File: src/rtl/wrr_arbiter_pkg.sv
// Shared types and helpers for the weighted round-robin arbiter.
// Helpers operate on MAX_REQ-wide vectors; callers cast to their own width.
package wrr_arbiter_pkg;

  typedef enum logic {ARB_IDLE, ARB_BUSY} arb_state_e;

  localparam int unsigned MAX_REQ = 32;

  // Binary index of the single set bit; 0 when no bit is set.
  function automatic int unsigned onehot_to_idx(input logic [MAX_REQ-1:0] oh);
    int unsigned idx;
    idx = 0;
    for (int unsigned i = 0; i < MAX_REQ; i++) begin
      if (oh[i]) idx = i;
    end
    return idx;
  endfunction

  // Thermometer code with bits 0..n set.
  function automatic logic [MAX_REQ-1:0] uint_to_thermo(input int unsigned n);
    logic [MAX_REQ-1:0] t;
    for (int unsigned i = 0; i < MAX_REQ; i++) begin
      t[i] = (i <= n);
    end
    return t;
  endfunction

endpackage

File: src/rtl/wrr_arbiter_pick.sv
// Combinational masked lowest-first pick; thermo marks the bits strictly above the winner.
module rr_pick #(
  parameter int unsigned nReq = 4
) (
  input  logic [nReq-1:0] request,
  input  logic [nReq-1:0] mask,
  output logic [nReq-1:0] winner,
  output logic [nReq-1:0] thermo
);
  import wrr_arbiter_pkg::*;

  logic [nReq-1:0] masked;
  logic [nReq-1:0] cand;

  always_comb begin
    masked = request & mask;
    cand   = (|masked) ? masked : request;
    winner = cand & (~cand + nReq'(1));
    thermo = '0;
    if (|cand) thermo = ~nReq'(uint_to_thermo(onehot_to_idx(MAX_REQ'(winner))));
  end

endmodule

File: src/rtl/wrr_arbiter.sv
// Weighted round-robin arbiter with registered grant and per-turn beat budget.
// Define WRR_ARBITER_LOCK_EN to hold a turn until the packet's last beat.
module wrr_arbiter #(
  parameter int unsigned nReq = 4,
  parameter int unsigned WW   = 4
) (
  input  logic                       clock,
  input  logic                       reset,
  input  logic [nReq-1:0]            request,
  input  logic [nReq-1:0][WW-1:0]    weight,
  input  logic                       accept,
  input  logic                       last,
  output logic [nReq-1:0]            grant,
  output logic                       grant_valid,
  output logic [$clog2(nReq)-1:0]    grant_idx,
  output logic [WW-1:0]              credit_left
);
  import wrr_arbiter_pkg::*;

  localparam int unsigned IW = $clog2(nReq);

  arb_state_e      state, state_n;
  logic [nReq-1:0] mask, mask_n;
  logic [nReq-1:0] above, above_n;
  logic [nReq-1:0] grant_n;
  logic            grant_valid_n;
  logic [IW-1:0]   grant_idx_n;
  logic [WW-1:0]   credit_left_n;

  logic [nReq-1:0] pick_mask;
  logic [nReq-1:0] win_oh;
  logic [nReq-1:0] win_thermo;
  logic [IW-1:0]   win_idx;
  logic [WW-1:0]   win_credit;
  logic            rel;
  logic            do_load;
  logic            do_clear;

  // While busy, pick as if the rotation had already happened so a release regrants with no bubble.
  assign pick_mask = (state == ARB_BUSY) ? above : mask;

  rr_pick #(.nReq(nReq)) u_pick (
    .request (request),
    .mask    (pick_mask),
    .winner  (win_oh),
    .thermo  (win_thermo)
  );

  assign win_idx    = IW'(onehot_to_idx(MAX_REQ'(win_oh)));
  assign win_credit = (weight[win_idx] == '0) ? WW'(1) : weight[win_idx];

`ifdef WRR_ARBITER_LOCK_EN
  logic exhausted, exhausted_n;
  assign rel = (accept & last & (exhausted | (credit_left <= WW'(1)))) | ~request[grant_idx];
`else
  logic unused_last;
  assign unused_last = last;
  assign rel = (accept & (credit_left == WW'(1))) | ~request[grant_idx];
`endif

  always_comb begin
    state_n       = state;
    mask_n        = mask;
    above_n       = above;
    grant_n       = grant;
    grant_valid_n = grant_valid;
    grant_idx_n   = grant_idx;
    credit_left_n = credit_left;
`ifdef WRR_ARBITER_LOCK_EN
    exhausted_n   = exhausted;
`endif
    do_load       = 1'b0;
    do_clear      = 1'b0;

    case (state)
      ARB_IDLE: begin
        if (|request) do_load = 1'b1;
      end
      ARB_BUSY: begin
        if (rel) begin
          mask_n = above;
          if (|request) do_load = 1'b1;
          else          do_clear = 1'b1;
        end else if (accept) begin
          credit_left_n = (credit_left == '0) ? '0 : credit_left - WW'(1);
`ifdef WRR_ARBITER_LOCK_EN
          if (credit_left <= WW'(1)) exhausted_n = 1'b1;
`endif
        end
      end
      default: do_clear = 1'b1;
    endcase

    if (do_load) begin
      state_n       = ARB_BUSY;
      grant_n       = win_oh;
      grant_valid_n = 1'b1;
      grant_idx_n   = win_idx;
      credit_left_n = win_credit;
      above_n       = win_thermo;
`ifdef WRR_ARBITER_LOCK_EN
      exhausted_n   = 1'b0;
`endif
    end
    if (do_clear) begin
      state_n       = ARB_IDLE;
      grant_n       = '0;
      grant_valid_n = 1'b0;
      grant_idx_n   = '0;
      credit_left_n = '0;
      above_n       = '0;
`ifdef WRR_ARBITER_LOCK_EN
      exhausted_n   = 1'b0;
`endif
    end
  end

  always_ff @(posedge clock) begin
    if (reset) begin
      state       <= ARB_IDLE;
      mask        <= '0;
      above       <= '0;
      grant       <= '0;
      grant_valid <= 1'b0;
      grant_idx   <= '0;
      credit_left <= '0;
`ifdef WRR_ARBITER_LOCK_EN
      exhausted   <= 1'b0;
`endif
    end else begin
      state       <= state_n;
      mask        <= mask_n;
      above       <= above_n;
      grant       <= grant_n;
      grant_valid <= grant_valid_n;
      grant_idx   <= grant_idx_n;
      credit_left <= credit_left_n;
`ifdef WRR_ARBITER_LOCK_EN
      exhausted   <= exhausted_n;
`endif
    end
  end

endmodule
File: config.mk
export PLATFORM = sky130hd
export DESIGN_NAME = wrr_arbiter
export DESIGN_NICKNAME = d
export VERILOG_FILES = /design/src/rtl/wrr_arbiter_pkg.sv /design/src/rtl/wrr_arbiter_pick.sv /design/src/rtl/wrr_arbiter.sv
export SDC_FILE = /design/constraint.sdc
export NUM_CORES = 1
export LEC_CHECK = 0
export ABC_CLOCK_PERIOD_IN_PS = 2900
export CAP_MARGIN = 20
export CORE_AREA = 2 2 52 54
export DETAILED_ROUTE_END_ITERATION = 10
export DIE_AREA = 0 0 54 56
export GPL_ROUTABILITY_DRIVEN = 0
export PLACE_DENSITY_LB_ADDON = 0.15
export REMOVE_ABC_BUFFERS = 1
export SETUP_SLACK_MARGIN = 0.05
export SLEW_MARGIN = 10
export SYNTH_ARGS = -nofsm -noshare
export SYNTH_HDL_FRONTEND = slang
export SYNTH_SLANG_ARGS = --single-unit
File: constraint.sdc
create_clock -name clock -period 2.9 [get_ports clock]
set_input_delay 0.58 -clock clock [delete_from_list [all_inputs] [get_ports clock]]
set_output_delay 0.58 -clock clock [all_outputs]
set_load 0.02 [all_outputs]
==> results of run 1 <==
## state kept, by name, summed over array words and instances (netlist names)
register and cells:
above 3, credit_left 4, grant 4, grant_idx 2, mask 3, state 1
## area by class of cell
type / count / share of cell area [%]
Multi-Input combinational cell: 104 / 48.0
Timing Repair Buffer: 38 / 24.3
Sequential cell: 17 / 22.5
Tap cell: 30 / 2.48
Clock buffer: 4 / 1.74
Inverter: 4 / 0.993
## cells by family (layout without fill, tap and decap cells)
logic type | after synthesis | count (layout) | share of synthesized area (%)
AOI/OAI and AO/OA | 51 | 51 | 34.7
buffers and inverters | 11 | 46 | 6.17
DFF | 17 | 17 | 30.0
xor gates and xnor gates | 1 | 1 | 0.771
muxes | 7 | 7 | 8.81
and+or+nand+nor | 45 | 45 | 19.6
## placed cells by master (no fill, tap or decap), types with 2 or more instances in the layout
cell,n
nand4_1,2
a211o_1,3
clkdlybuf4s50_1,33
a21o_1,2
o21a_1,2
nand3_1,3
o211ai_1,4
dfxtp_1,17
a21oi_1,17
nand2b_1,3
and2_1,2
nand2_1,18
a31o_2,2
inv_1,4
o21ai_1,2
o21ai_0,2
mux2i_1,4
nor2_1,9
o21ai_2,2
buf_4,5
clkbuf_4,3
## synthesized netlist by cell type, drive strengths merged, types with 2 or more instances
master   n
a21o     2
o211ai   4
o21a     2
a211oi   2
nand2   18
a31o     2
buf      7
nor2    10
nand3    3
a211o    3
o31ai    2
inv      4
o21ai    6
and2     3
nand4    2
a21boi   2
mux2i    5
nand2b   3
dfxtp   17
a21oi   17
## power groups by stage
| stage | combinational, mW | clock, mW | sequential [mW] |
|---|---|---|---|
| final | 0.295 | 0.126 | 0.289 |
| after global routing | 0.322 | 0.134 | 0.294 |
| after CTS | 0.294 | 0.126 | 0.289 |
| after detailed placement | 0.292 | 0 | 0.294 |
| after global placement | 0.286 | 0 | 0.293 |
| after floorplan | 0.157 | 0 | 0.312 |
## worst register-to-register path, stage by stage (launching register included)
cell      delay [ps]
dfxtp_1          620
mux2i_1          310
nand2b_1         370
a21boi_4         380
o211ai_1         180
a21o_1           220
o31ai_2          170
## worst min-delay path by stage
stage	from	end	slack [ps]	cells past startpoint
after detailed placement	mask[1]$_SDFFE_PP0P_	mask[1]$_SDFFE_PP0P_	450	2
after CTS	mask[1]$_SDFFE_PP0P_	mask[1]$_SDFFE_PP0P_	460	2
final	mask[1]$_SDFFE_PP0P_	mask[1]$_SDFFE_PP0P_	460	2
after global placement	mask[2]$_SDFFE_PP0P_	mask[2]$_SDFFE_PP0P_	440	2
after floorplan	mask[1]$_SDFFE_PP0P_	mask[1]$_SDFFE_PP0P_	430	2
after global routing	grant[0]$_SDFFE_PP0P_	grant[0]$_SDFFE_PP0P_	480	2
## metal layers
metal  wire length [um]  share of wire, %
met5                  0                 0
met1               1350                45
met4                 55               1.9
met3                209               7.0
met2               1360                46
==> impl_metrics.tcl, run 1 <==
set metrics [dict create \
    grt_pass1_vias 1101 \
    fin_nets 192 \
    drtAntennaViolNets 0 \
    clockBufferDepth 2 \
    grt_util_all_layers_pct 21.4 \
    synthFlopType "dfxtp_1" \
    wl_per_cell_um 15.1 \
    finalWorstSetupSlack_ps 507 \
    finalCritPeriodShare_pct 82.5 \
    insertion_delay_ps 290 \
    p_clk_share_pct 17.7 \
    path_depth 6 \
    syn_inst 132 \
    cts_root_buffer "clkbuf_4" \
    syn_area_per_cell_um2 8.61 \
    grt_use_met2_pct 33.8 \
    port_buffers 33 \
    firstDrtPassIters 4 \
    routed_wl_um 2970 \
    status "complete, no violations" \
    drt-initial-drc-count 30 \
    synth.ff_latch_count 17 \
    worstPathCellList "clkdlybuf4s50_1 > mux4_2 > o21ai_2 > o21ai_1 > o211ai_1 > a21oi_1" \
    synthToLayoutAreaGrowth_pct 33.1 \
    hpwlAfterDp_um 2320 \
    placementRows 18 \
    max_freq_mhz 418 \
    fin_skew_ps 1.05 \
    hold_viol 0 \
    seq_area_frac_synth_pct 30.0 \
    peakVddDrop_mv 0.413 \
    reg2regPathDepth 6 \
    cp_slowest_cell "o21ai_1" \
    period_needed_ps 2390 \
    crit_arrival_ps 2620 \
    via_per_inst 5.85 \
    cts-buffers-inserted 3 \
    synth_top_area_share_pct 30.0 \
    cts_hold_buf 0 \
    grt_pass1_wl_um 4950 \
    crit_type "in -> reg" \
    yosys_warnings 0 \
    final_util_pct 62.2 \
    dpl_worst_slack_ps 247 \
    synth_edf_count 0 \
    post_cts_buffers 0 \
    slew_headroom_pct 34.5 \
    ff2ff_setup_slack_ps 570 \
    io_pins 35 \
    hp-class "reg -> reg" \
    yosys.area.top_type "dfxtp_1" \
    finalPower_mw 0.710 \
    timing.hold.ws_ps 464 \
    drive_gt1_share_pct 13.8 \
    syn_area_um2 1140 \
    startpoint_type "primary input" \
    diodes 0 \
    crit_path_end_kind "flop" \
    cts_resized 0 \
    vias 1153 \
    path_max_fanout 13 \
    antenna_found_initial 0 \
    die_h_um 56 \
    overflow 0 \
    ys_top_cells_by_area "dfxtp_1 (30%), a21oi_1 (7.5%), nand2_1 (5.9%), mux2i_1 (3.5%), nor2_1 (3.0%)" \
    gr-usage-met1_pct 30.1 \
    final_area_um2 1510 \
    synth_cell_type_count 48 \
    setup_viol 0 \
    maxCapViolCount 0 \
    async_flop_share_pct 0 \
    cts_tree "built" \
    fp.coreArea_um2 2430 \
    power.switching_mw 0.252 \
    cts.clk_slew.worst_paths_ps 90 \
    critPathLaunch "request[2]" \
    crit_required_ps 3130 \
    fin_cells 197 \
    drt_drc_violations_left 0 \
    worst_r2r_endpoint "credit_left[0]$_SDFFE_PP0P_" \
    critical_path_buf_inv_count 1 \
    rsz0062_at_grt "false" \
    grt_max_degree 14 \
    power.share.switching_pct 35.6 \
    die_x_um 54 \
    drv_slew 0 \
    seq_power_share_pct 40.7 \
    grt_use_met3_pct 2.15 \
    p_int_mw 0.457 \
    h-tree-depth 1 \
    clock-sinks 17 \
    seqCellArea_um2 340 \
    place_area_um2 1490 \
    cp-endpoint "credit_left[3]$_SDFFE_PP0P_" \
    nFillCells 219 \
    worst_slew_pin_slew_ps 976 \
    p_leak_nw 0.560 \
    die_area_um2 3020 \
    timing.rr.start "state$_SDFFE_PP0P_" \
    multi_input_area_um2 726 \
    fin_tns_setup_ps 0 \
    slowest_delay_ps 780 \
    dp_cells 193 \
    p_per_area_nw_per_um2 469 \
    share_comb_of_total_power_pct 41.6 \
    grt.busiest_layer "met2" \
    start_util_pct 46.7 \
    crit_family "compound AO/OA/AOI/OAI gates" \
]
Power figures use the tool's default switching activity.
==> inputs of run 2 (changes only) <==
- ABC_CLOCK_PERIOD_IN_PS: 2900 -> 2060
- CORE_AREA: 2 2 52 54 -> 2 2 56 58
- DIE_AREA: 0 0 54 56 -> 0 0 58 60
- clock period: 2.9 -> 2.06 ns (I/O delays scaled with it)
==> impl_metrics.tcl, run 2 (synthesis gave the netlist of run 1 again) <==
set metrics [dict create \
    hp-class "reg -> reg" \
    fp.coreArea_um2 2900 \
    place_area_um2 1660 \
    critical_path_buf_inv_count 3 \
    synthToLayoutAreaGrowth_pct 51.9 \
    crit_family "compound AO/OA/AOI/OAI gates" \
    setup_viol 0 \
    vias 1187 \
    h-tree-depth 1 \
    final_area_um2 1730 \
    drtAntennaViolNets 0 \
    wl_per_cell_um 14.4 \
    port_buffers 33 \
    drt-initial-drc-count 39 \
    hold_viol 0 \
    cp_slowest_cell "clkdlybuf4s50_1" \
    max_freq_mhz 513 \
    hpwlAfterDp_um 2580 \
    nFillCells 273 \
    grt_max_degree 13 \
    rsz0062_at_grt "true" \
    p_clk_share_pct 17.0 \
    placementRows 20 \
    via_per_inst 5.35 \
    crit_arrival_ps 2180 \
    slew_headroom_pct 72.2 \
    finalPower_mw 1.08 \
    cts-buffers-inserted 3 \
    grt_util_all_layers_pct 19.6 \
    path_max_fanout 6 \
    insertion_delay_ps 300 \
    p_int_mw 0.704 \
    crit_type "in -> reg" \
    cts_hold_buf 0 \
    clock-sinks 17 \
    cts.clk_slew.worst_paths_ps 110 \
    share_comb_of_total_power_pct 45.4 \
    seq_power_share_pct 37.5 \
    layout_commonest_cell "clkdlybuf4s50_1" \
    path_depth 8 \
    grt_pass1_vias 1126 \
    fin_nets 214 \
    firstDrtPassIters 4 \
    drt_drc_violations_left 0 \
    drive_gt1_share_pct 28.0 \
    crit_required_ps 2290 \
    startpoint_type "primary input" \
    dpl_worst_slack_ps -336 \
    routed_wl_um 3190 \
    top_regs "credit_left x4, grant x4" \
    dp_cells 218 \
    diodes 0 \
    cts_root_buffer "clkbuf_4" \
    final_cell_mix "clkdlybuf4s50_1 (32), buf_4 (27), nand2_1 (18)" \
    maxCapViolCount 0 \
    power.switching_mw 0.379 \
    drv_slew 0 \
    start_util_pct 39.1 \
    power.share.switching_pct 35.0 \
    min_path_cells 2 \
    status "complete, no violations" \
    period_needed_ps 1950 \
    io_pins 35 \
    antenna_found_initial 0 \
    die_x_um 58 \
    die_h_um 60 \
    grt_pass1_wl_um 5110 \
    crit_path_end_kind "flop" \
    finalCritPeriodShare_pct 94.6 \
    die_area_um2 3480 \
    slowest_delay_ps 470 \
    p_leak_nw 0.689 \
    peakVddDrop_mv 0.483 \
    worst_slew_pin_slew_ps 417 \
    cts_tree "built" \
    finalWorstSetupSlack_ps 111 \
    fin_tns_setup_ps 0 \
    fin_cells 222 \
    clockBufferDepth 2 \
    fin_skew_ps 12.4 \
    reg2regPathDepth 5 \
    post_cts_buffers 0 \
    p_per_area_nw_per_um2 628 \
    worstPathCellList "clkdlybuf4s50_1 > buf_4 > inv_1 > nor2_4 > o31ai_4 > a221o_1 > a21o_1 > o31ai_2" \
    overflow 0 \
]
-- run 2: cell types whose count changed in the layout (fill, tap and decap cells not counted), sizes merged --
cell / delta
dlymetal6s2s: +1
clkdlybuf4s50: -1
buf: +22
-- run 2: worst min-delay path, cell delays in order, from the launching register on --
cell and delay [ps]:
dfxtp_1 320, nand2_1 50, a21oi_1 50
-- run 2: final timing paths --
kind	startpoint	to	slack, ps
hold / removal	grant[3]$_SDFFE_PP0P_	grant[3]$_SDFFE_PP0P_	470
setup reg to reg	grant_idx[0]$_SDFFE_PP0P_	credit_left[0]$_SDFFE_PP0P_	190
setup / recovery	request[3]	credit_left[0]$_SDFFE_PP0P_	110
hold reg to reg	grant[3]$_SDFFE_PP0P_	grant[3]$_SDFFE_PP0P_	470
-- run 2: per-stage QoR --
step	utilization, %	hold WS, ps
CTS	58.2	464
floorplan	-	430
global route	59.4	481
detailed placement	57.0	451
finish	59.4	465
global placement	57.0	446
-- run 2: power by group through the flow --
| stage | registers, mW | clock network, mW | logic [mW] |
|---|---|---|---|
| after detailed placement | 0.414 | 0 | 0.475 |
| after global routing | 0.413 | 0.199 | 0.531 |
| after global placement | 0.412 | 0 | 0.468 |
| after CTS | 0.407 | 0.185 | 0.482 |
| after floorplan | 0.439 | 0 | 0.221 |
| final | 0.407 | 0.185 | 0.492 |
-- run 2: repair_timing --
| action | 4_1_cts | 5_1_grt |
|---|---|---|
| pin swaps | 0 | 1 |
| resized for setup | 3 | 6 |
| setup endpoints to repair | 7 | 6 |
-- run 2: layout make-up --
type | count | area [um2] | share of cell area (%)
inverters | 4 | 15.0 | 0.870
well taps | 33 | 41.3 | 2.39
repair buffers | 60 | 536 | 31.0
clock buffers | 4 | 26.3 | 1.52
multi-input cells | 104 | 766 | 44.4
flip-flops and latches | 17 | 342 | 19.8
-- run 2: layer usage --
| metal | routed length, um | up-vias | track usage [%] |
|---|---|---|---|
| met5 | 0 | - | 0 |
| met4 | 42 | 0 | 6.98 |
| met3 | 148 | 5 | 2.38 |
| met2 | 1530 | 29 | 33.8 |
| met1 | 1470 | 545 | 25.3 |
| li1 | - | 608 | - |
